### src/rtl/tlc_pkg.sv
// Shared definitions for the vehicle light controller and the pedestrian crossing.
package tlc_pkg;

  localparam logic [2:0] LAMP_RED    = 3'b100;
  localparam logic [2:0] LAMP_YELLOW = 3'b010;
  localparam logic [2:0] LAMP_GREEN  = 3'b001;

  localparam int DEF_DEBOUNCE_CYCLES = 4;
  localparam int DEF_WALK_TIME       = 6;
  localparam int DEF_FLASH_TIME      = 3;
  localparam int DEF_FLASH_HALF      = 1;
  localparam int DEF_CNT_W           = 4;

  typedef enum logic [1:0] {
    PED_IDLE,
    PED_WALK,
    PED_FLASH,
    PED_FAULT
  } ped_state_e;

  // Lamp vector is {red, yellow, green}.
  function automatic logic lamps_onehot(input logic [2:0] lamps);
    return (lamps == LAMP_RED) || (lamps == LAMP_YELLOW) || (lamps == LAMP_GREEN);
  endfunction

endpackage

### src/rtl/ped_btn_debounce.sv
// Pedestrian button: two-flop synchroniser, stability debounce and a one-cycle
// pulse on each debounced rising edge.
module ped_btn_debounce
  import tlc_pkg::*;
#(
  parameter int DEBOUNCE_CYCLES = DEF_DEBOUNCE_CYCLES
) (
  input  logic clk,
  input  logic rst_n,
  input  logic btn,
  output logic btn_rise
);

  localparam int DW = $clog2(DEBOUNCE_CYCLES + 1);

  logic          sync1;
  logic          sync2;
  logic          btn_db;
  logic          btn_db_q;
  logic [DW-1:0] stable_cnt;

  always_ff @(posedge clk or negedge rst_n) begin
    if (!rst_n) begin
      sync1 <= 1'b0;
      sync2 <= 1'b0;
    end else begin
      sync1 <= btn;
      sync2 <= sync1;
    end
  end

  // The streak restarts whenever the synced sample agrees with btn_db again.
  always_ff @(posedge clk or negedge rst_n) begin
    if (!rst_n) begin
      btn_db     <= 1'b0;
      btn_db_q   <= 1'b0;
      stable_cnt <= '0;
    end else begin
      btn_db_q <= btn_db;
      if (sync2 != btn_db) begin
        if (stable_cnt == DW'(DEBOUNCE_CYCLES - 1)) begin
          btn_db     <= sync2;
          stable_cnt <= '0;
        end else begin
          stable_cnt <= stable_cnt + DW'(1);
        end
      end else begin
        stable_cnt <= '0;
      end
    end
  end

  assign btn_rise = btn_db & ~btn_db_q;

endmodule

### src/rtl/ped_crossing_ctrl.sv
// Pedestrian crossing controller slaved to the vehicle lamps: request latch,
// WALK/FLASH sequencing inside vehicle red, countdown and sticky lamp fault.
module ped_crossing_ctrl
  import tlc_pkg::*;
#(
  parameter int DEBOUNCE_CYCLES = DEF_DEBOUNCE_CYCLES,
  parameter int WALK_TIME       = DEF_WALK_TIME,
  parameter int FLASH_TIME      = DEF_FLASH_TIME,
  parameter int FLASH_HALF      = DEF_FLASH_HALF,
  parameter int CNT_W           = DEF_CNT_W
) (
  input  logic             clk,
  input  logic             rst_n,
  input  logic             btn,
  input  logic             red_in,
  input  logic             yellow_in,
  input  logic             green_in,
  output logic             walk,
  output logic             dont_walk,
  output logic             req_pending,
  output logic [CNT_W-1:0] countdown,
  output logic             fault
);

  ped_state_e       state;
  logic             btn_rise;
  logic             red_q;
  logic             bad_q;
  logic             onehot_bad;
  logic             red_rise;
  logic [CNT_W-1:0] phase_cnt;
  logic [CNT_W-1:0] half_cnt;

  ped_btn_debounce #(
    .DEBOUNCE_CYCLES(DEBOUNCE_CYCLES)
  ) u_btn (
    .clk     (clk),
    .rst_n   (rst_n),
    .btn     (btn),
    .btn_rise(btn_rise)
  );

  assign onehot_bad = !lamps_onehot({red_in, yellow_in, green_in});
  assign red_rise   = red_in & ~red_q;

  // red_q resets high so a red phase already in progress at reset is not a rise.
  always_ff @(posedge clk or negedge rst_n) begin
    if (!rst_n) begin
      red_q <= 1'b1;
      bad_q <= 1'b0;
    end else begin
      red_q <= red_in;
      bad_q <= onehot_bad;
    end
  end

  always_ff @(posedge clk or negedge rst_n) begin
    if (!rst_n) begin
      state       <= PED_IDLE;
      walk        <= 1'b0;
      dont_walk   <= 1'b1;
      req_pending <= 1'b0;
      countdown   <= '0;
      fault       <= 1'b0;
      phase_cnt   <= '0;
      half_cnt    <= '0;
    end else if (state != PED_FAULT && onehot_bad && bad_q) begin
      state       <= PED_FAULT;
      walk        <= 1'b0;
      dont_walk   <= 1'b1;
      req_pending <= 1'b0;
      countdown   <= '0;
      fault       <= 1'b1;
    end else begin
      case (state)
        PED_IDLE: begin
          if (red_rise && (req_pending || btn_rise)) begin
            state       <= PED_WALK;
            walk        <= 1'b1;
            dont_walk   <= 1'b0;
            req_pending <= 1'b0;
            countdown   <= CNT_W'(WALK_TIME + FLASH_TIME);
            phase_cnt   <= '0;
          end else if (btn_rise) begin
            req_pending <= 1'b1;
          end
        end
        PED_WALK, PED_FLASH: begin
          if (btn_rise) begin
            req_pending <= 1'b1;
          end
          if (!red_in) begin
            state     <= PED_IDLE;
            walk      <= 1'b0;
            dont_walk <= 1'b1;
            countdown <= '0;
          end else if (state == PED_WALK) begin
            countdown <= countdown - CNT_W'(1);
            if (phase_cnt == CNT_W'(WALK_TIME - 1)) begin
              state     <= PED_FLASH;
              walk      <= 1'b0;
              dont_walk <= 1'b1;
              phase_cnt <= '0;
              half_cnt  <= '0;
            end else begin
              phase_cnt <= phase_cnt + CNT_W'(1);
            end
          end else if (phase_cnt == CNT_W'(FLASH_TIME - 1)) begin
            state     <= PED_IDLE;
            dont_walk <= 1'b1;
            countdown <= '0;
          end else begin
            countdown <= countdown - CNT_W'(1);
            phase_cnt <= phase_cnt + CNT_W'(1);
            if (half_cnt == CNT_W'(FLASH_HALF - 1)) begin
              dont_walk <= ~dont_walk;
              half_cnt  <= '0;
            end else begin
              half_cnt <= half_cnt + CNT_W'(1);
            end
          end
        end
        default: begin
          req_pending <= 1'b0;
        end
      endcase
    end
  end

endmodule

### config.mk
export PLATFORM = sky130hd
export DESIGN_NAME = ped_crossing_ctrl
export DESIGN_NICKNAME = d
export VERILOG_FILES = /design/src/rtl/tlc_pkg.sv /design/src/rtl/ped_btn_debounce.sv /design/src/rtl/ped_crossing_ctrl.sv
export SDC_FILE = /design/constraint.sdc
export NUM_CORES = 1
export LEC_CHECK = 0
export CORE_AREA = 4 4 72 74
export CTS_BUF_LIST = sky130_fd_sc_hd__clkbuf_8
export CTS_CLUSTER_SIZE = 20
export DETAILED_ROUTE_END_ITERATION = 7
export DIE_AREA = 0 0 76 78
export PLACE_DENSITY_LB_ADDON = 0.05
export SYNTH_ARGS = -nofsm -noshare
export SYNTH_HDL_FRONTEND = slang
export SYNTH_HIERARCHICAL = 1
export SYNTH_SLANG_ARGS = --single-unit
### constraint.sdc
create_clock -name clk -period 2.4 [get_ports clk]
set_input_delay 0.6 -clock clk [delete_from_list [all_inputs] [get_ports clk]]
set_output_delay 0.6 -clock clk [all_outputs]
set_load 0.05 [all_outputs]
==> impl_metrics.sql <==
INSERT INTO impl_metrics (metric_group, metric, value, unit) VALUES
('setup_path', 'path_buf_inv', '1', ''),
('clock_network', 'clock_latency', '0.28', 'ns'),
('global_routing', 'initial_antenna_violation_count', '0', ''),
('clock_network', 'postCtsResizedCells', '0', ''),
('global_routing', 'first_global_vias', '1326', ''),
('final_layout', 'num_antenna_cells', '0', ''),
('die', 'io-pin-count', '14', ''),
('clock_network', 'cts_tree', 'yes', ''),
('setup_path', 'critical_path.endpoint_type', 'output port', ''),
('die', 'initial_cell_density_of_the_core', '34.4', '%'),
('final_layout', 'fillerInstances', '469', ''),
('setup_path', 'criticalPathCategory', 'flop to output port', ''),
('outcome', 'run_status', 'finished, final reports clean', ''),
('synthesis', 'synth_fp_nets', '174', ''),
('sta', 'final-hold-violation-count', '0', ''),
('power_and_ir_drop', 'worst_ir_drop_vdd', '0.000420', 'V'),
('synthesis', 'synthDominantCellAreaShare', '39.5', '%'),
('final_layout', 'layout-drive-gt1-share', '19.7', '%'),
('hold_path', 'hold_path_class', 'flop to flop', ''),
('power_and_ir_drop', 'static-leakage-power', '0.855', 'nW'),
('setup_path', 'critPathRequiredTime', '1.80', 'ns'),
('sta', 'period_share', '94.8', '%'),
('clock_network', 'clkTransAtPathRegs', '0.11', 'ns'),
('die', 'fp-row-count', '25', ''),
('synthesis', 'ys_types', '53', ''),
('sta', 'final_max_slew_viol_count', '0', ''),
('synthesis', 'synth_top_area_cell', 'sky130_fd_sc_hd__dfrtp_1', ''),
('power_and_ir_drop', 'cellPowerDensity', '1320', 'mW/mm²'),
('drt', 'vias_per_cell', '5.40', ''),
('synthesis', 'yosysSeqAreaShare', '42.8', '%'),
('drt', 'post_drt_wl_per_cell', '15.0', 'µm'),
('sta', 'period_minus_slack', '2.28', 'ns'),
('placed_design', 'detail_placement_hpwl', '2780', 'µm'),
('sta', 'max_freq', '0.439', 'GHz'),
('synthesis', 'synth-edff-count', '0', ''),
('drt', 'post-route-drc-count', '0', ''),
('placed_design', 'numPortBuffers', '13', ''),
('drt', 'total_routed_length', '3640', 'µm'),
('placed_design', 'routabilityCongestion', '0.797', ''),
('setup_path', 'crit_chain', 'clkdlybuf4s50_1', ''),
('final_layout', 'final_core_utilization', '42.3', '%'),
('synthesis', 'synth.top_cells.by_area', 'sky130_fd_sc_hd__dfrtp_1 40%, sky130_fd_sc_hd__ha_1 8.7%, sky130_fd_sc_hd__inv_1 3.6%', ''),
('setup_path', 'worstSetupStartpointType', 'flop', ''),
('die', 'die_extent_in_y', '78', 'µm'),
('final_layout', 'layout.cell_area.non_filler', '0.00195', 'mm²'),
('power_and_ir_drop', 'finalPower', '2.56', 'mW'),
('placed_design', 'detailed_place.area', '0.00190', 'mm²'),
('run', 'maxCapViolCount', '0', ''),
('sta', 'setup_violations', '0', ''),
('setup_path', 'critical-path-slowest-cell', 'sky130_fd_sc_hd__clkdlybuf4s50_1', ''),
('drt', 'drt_first_pass_iters', '4', ''),
('global_routing', 'first_pass_grt_wire_length', '6430', 'µm'),
('setup_path', 'critPathArrivalTime', '1.68', 'ns'),
('synthesis', 'synth_area', '0.00158', 'mm²'),
('synthesis', 'synth_cells', '157', ''),
('clock_network', 'h-tree-depth', '1', ''),
('sta', 'finalSetupTns', '0', 'ns'),
('drt', 'detailroute.via_count', '1308', ''),
('sta', 'slew-limit-headroom', '65.9', '%'),
('clock_network', 'cell_chosen_for_the_clock_root', 'sky130_fd_sc_hd__clkbuf_8', ''),
('final_layout', 'syn2layout_area_growth', '22.9', '%'),
('global_routing', 'grt-ovfl-total', '0', ''),
('setup_path', 'crit_fanout', '4', ''),
('clock_network', 'post_cts.repair.setup_buffers', '0', ''),
('sta', 'clock_skew', '0.0102', 'ns'),
('sta', 'max_slew.worst_pin.slew', '0.510', 'ns'),
('clock_network', 'cts_made_buffers', '3', ''),
('clock_network', 'holdBufCountCts', '0', ''),
('sta', 'setup_repair_after_global_routing_missed_its_margin', 'false', ''),
('die', 'design.core.area', '0.00460', 'mm²'),
('clock_network', 'max-clock-path-buffers', '2', '');
-- layer usage --
layer	GRT usage, %	up-vias	routed length, µm
li1	-	644	-
met1	19.0	632	1840
met2	19.9	26	1630
met3	1.51	6	119
met4	5.16	0	53
met5	0	-	0
-- power breakdown --
| part | leakage (nW) | total [mW] | switching (mW) | internal (mW) |
|---|---|---|---|---|
| clock | 0.0217 | 0.280 | 0.161 | 0.118 |
| sequential | 0.325 | 0.766 | 0.147 | 0.618 |
| combinational | 0.508 | 1.51 | 0.854 | 0.661 |
| total | 0.855 | 2.56 | 1.16 | 1.40 |
-- layout by cell type, fill, tap and decap left out, drive strengths merged, types with 2 or more instances in the layout --
| cell | count |
|---|---|
| nor2 | 3 |
| nor3 | 4 |
| or3b | 3 |
| clkdlybuf4s50 | 13 |
| or2 | 2 |
| buf | 18 |
| a21boi | 2 |
| o211ai | 3 |
| mux2i | 2 |
| nand4b | 2 |
| nor3b | 2 |
| nand2b | 3 |
| a21oi | 6 |
| inv | 15 |
| a31oi | 2 |
| or3 | 4 |
| o21ai | 7 |
| o211a | 2 |
| o221a | 2 |
| nand3 | 7 |
| dfstp | 2 |
| o21a | 2 |
| o31ai | 3 |
| nor2b | 4 |
| xnor2 | 2 |
| dfrtp | 25 |
| ha | 11 |
| o31a | 2 |
| nand2 | 10 |
| clkbuf | 3 |
-- final timing paths --
path | start | to | slack [ns] | depth (start not counted)
setup / recovery | dont_walk | dont_walk | 0.12 | 1
hold / removal | u_btn/sync1 | u_btn/sync2 | 0.38 | 0
setup reg to reg | phase_cnt[0] | countdown[3] | 0.22 | 7
hold reg to reg | u_btn/sync1 | u_btn/sync2 | 0.38 | 0
max in group asynchronous | rst_n | dont_walk | 1.40 | 2
min in group asynchronous | rst_n | u_btn/stable_cnt[2] | 0.68 | 2
-- registers in the layout (all words and copies together), names as in the netlist, 2 cells and up --
name	count
countdown	4
half_cnt	4
phase_cnt	4
state	2
u_btn/stable_cnt	3
-- cell type report --
class                   instances  area [µm²]  area share (%)
clock buffers                   3        41.3            2.12
clock inverters                 1        7.51           0.386
inverters                      15        56.3            2.89
multi-input cells             111         830            42.6
flip-flops and latches         27         678            34.9
well taps                      54        67.6            3.47
repair buffers                 31         265            13.6
-- synthesized netlist by cell type (all sizes together) (2+ instances only) --
master  number
nor3b        2
dfrtp       25
o31a         2
o21a         2
o21ai        7
o211a        2
inv         15
xnor2        2
or3          4
a31oi        2
nand2       10
ha          11
a21oi        6
buf          3
o221a        2
nor2         3
nor3         4
mux2i        2
nor2b        4
nand4b       2
or3b         3
dfstp        2
o211ai       3
o31ai        3
or2          2
a21boi       2
nand2b       3
nand3        7
-- cells by family (layout without fill, tap and decap cells) --
| kind of cell | Yosys count | after routing | share of synthesized area [%] |
|---|---|---|---|
| AO/OA/AOI/OAI | 46 | 46 | 22.0 |
| AND/OR/NAND/NOR | 49 | 49 | 18.7 |
| buffers and inverters | 19 | 50 | 4.74 |
| multiplexers | 3 | 3 | 1.98 |
| adder cells (fa/ha/maj) | 11 | 11 | 8.70 |
| flip-flops | 27 | 27 | 42.8 |
| XOR/XNOR | 2 | 2 | 1.11 |
-- through the flow --
step	std cells	setup WS (ns)
2_1_floorplan	157	0.455
3_3_place_gp	238	-0.0577
3_5_place_dp	238	-0.113
4_1_cts	242	0.109
5_1_grt	242	0.0741
6_report	242	0.124
Note: power is estimated with default switching activity, not from simulation.
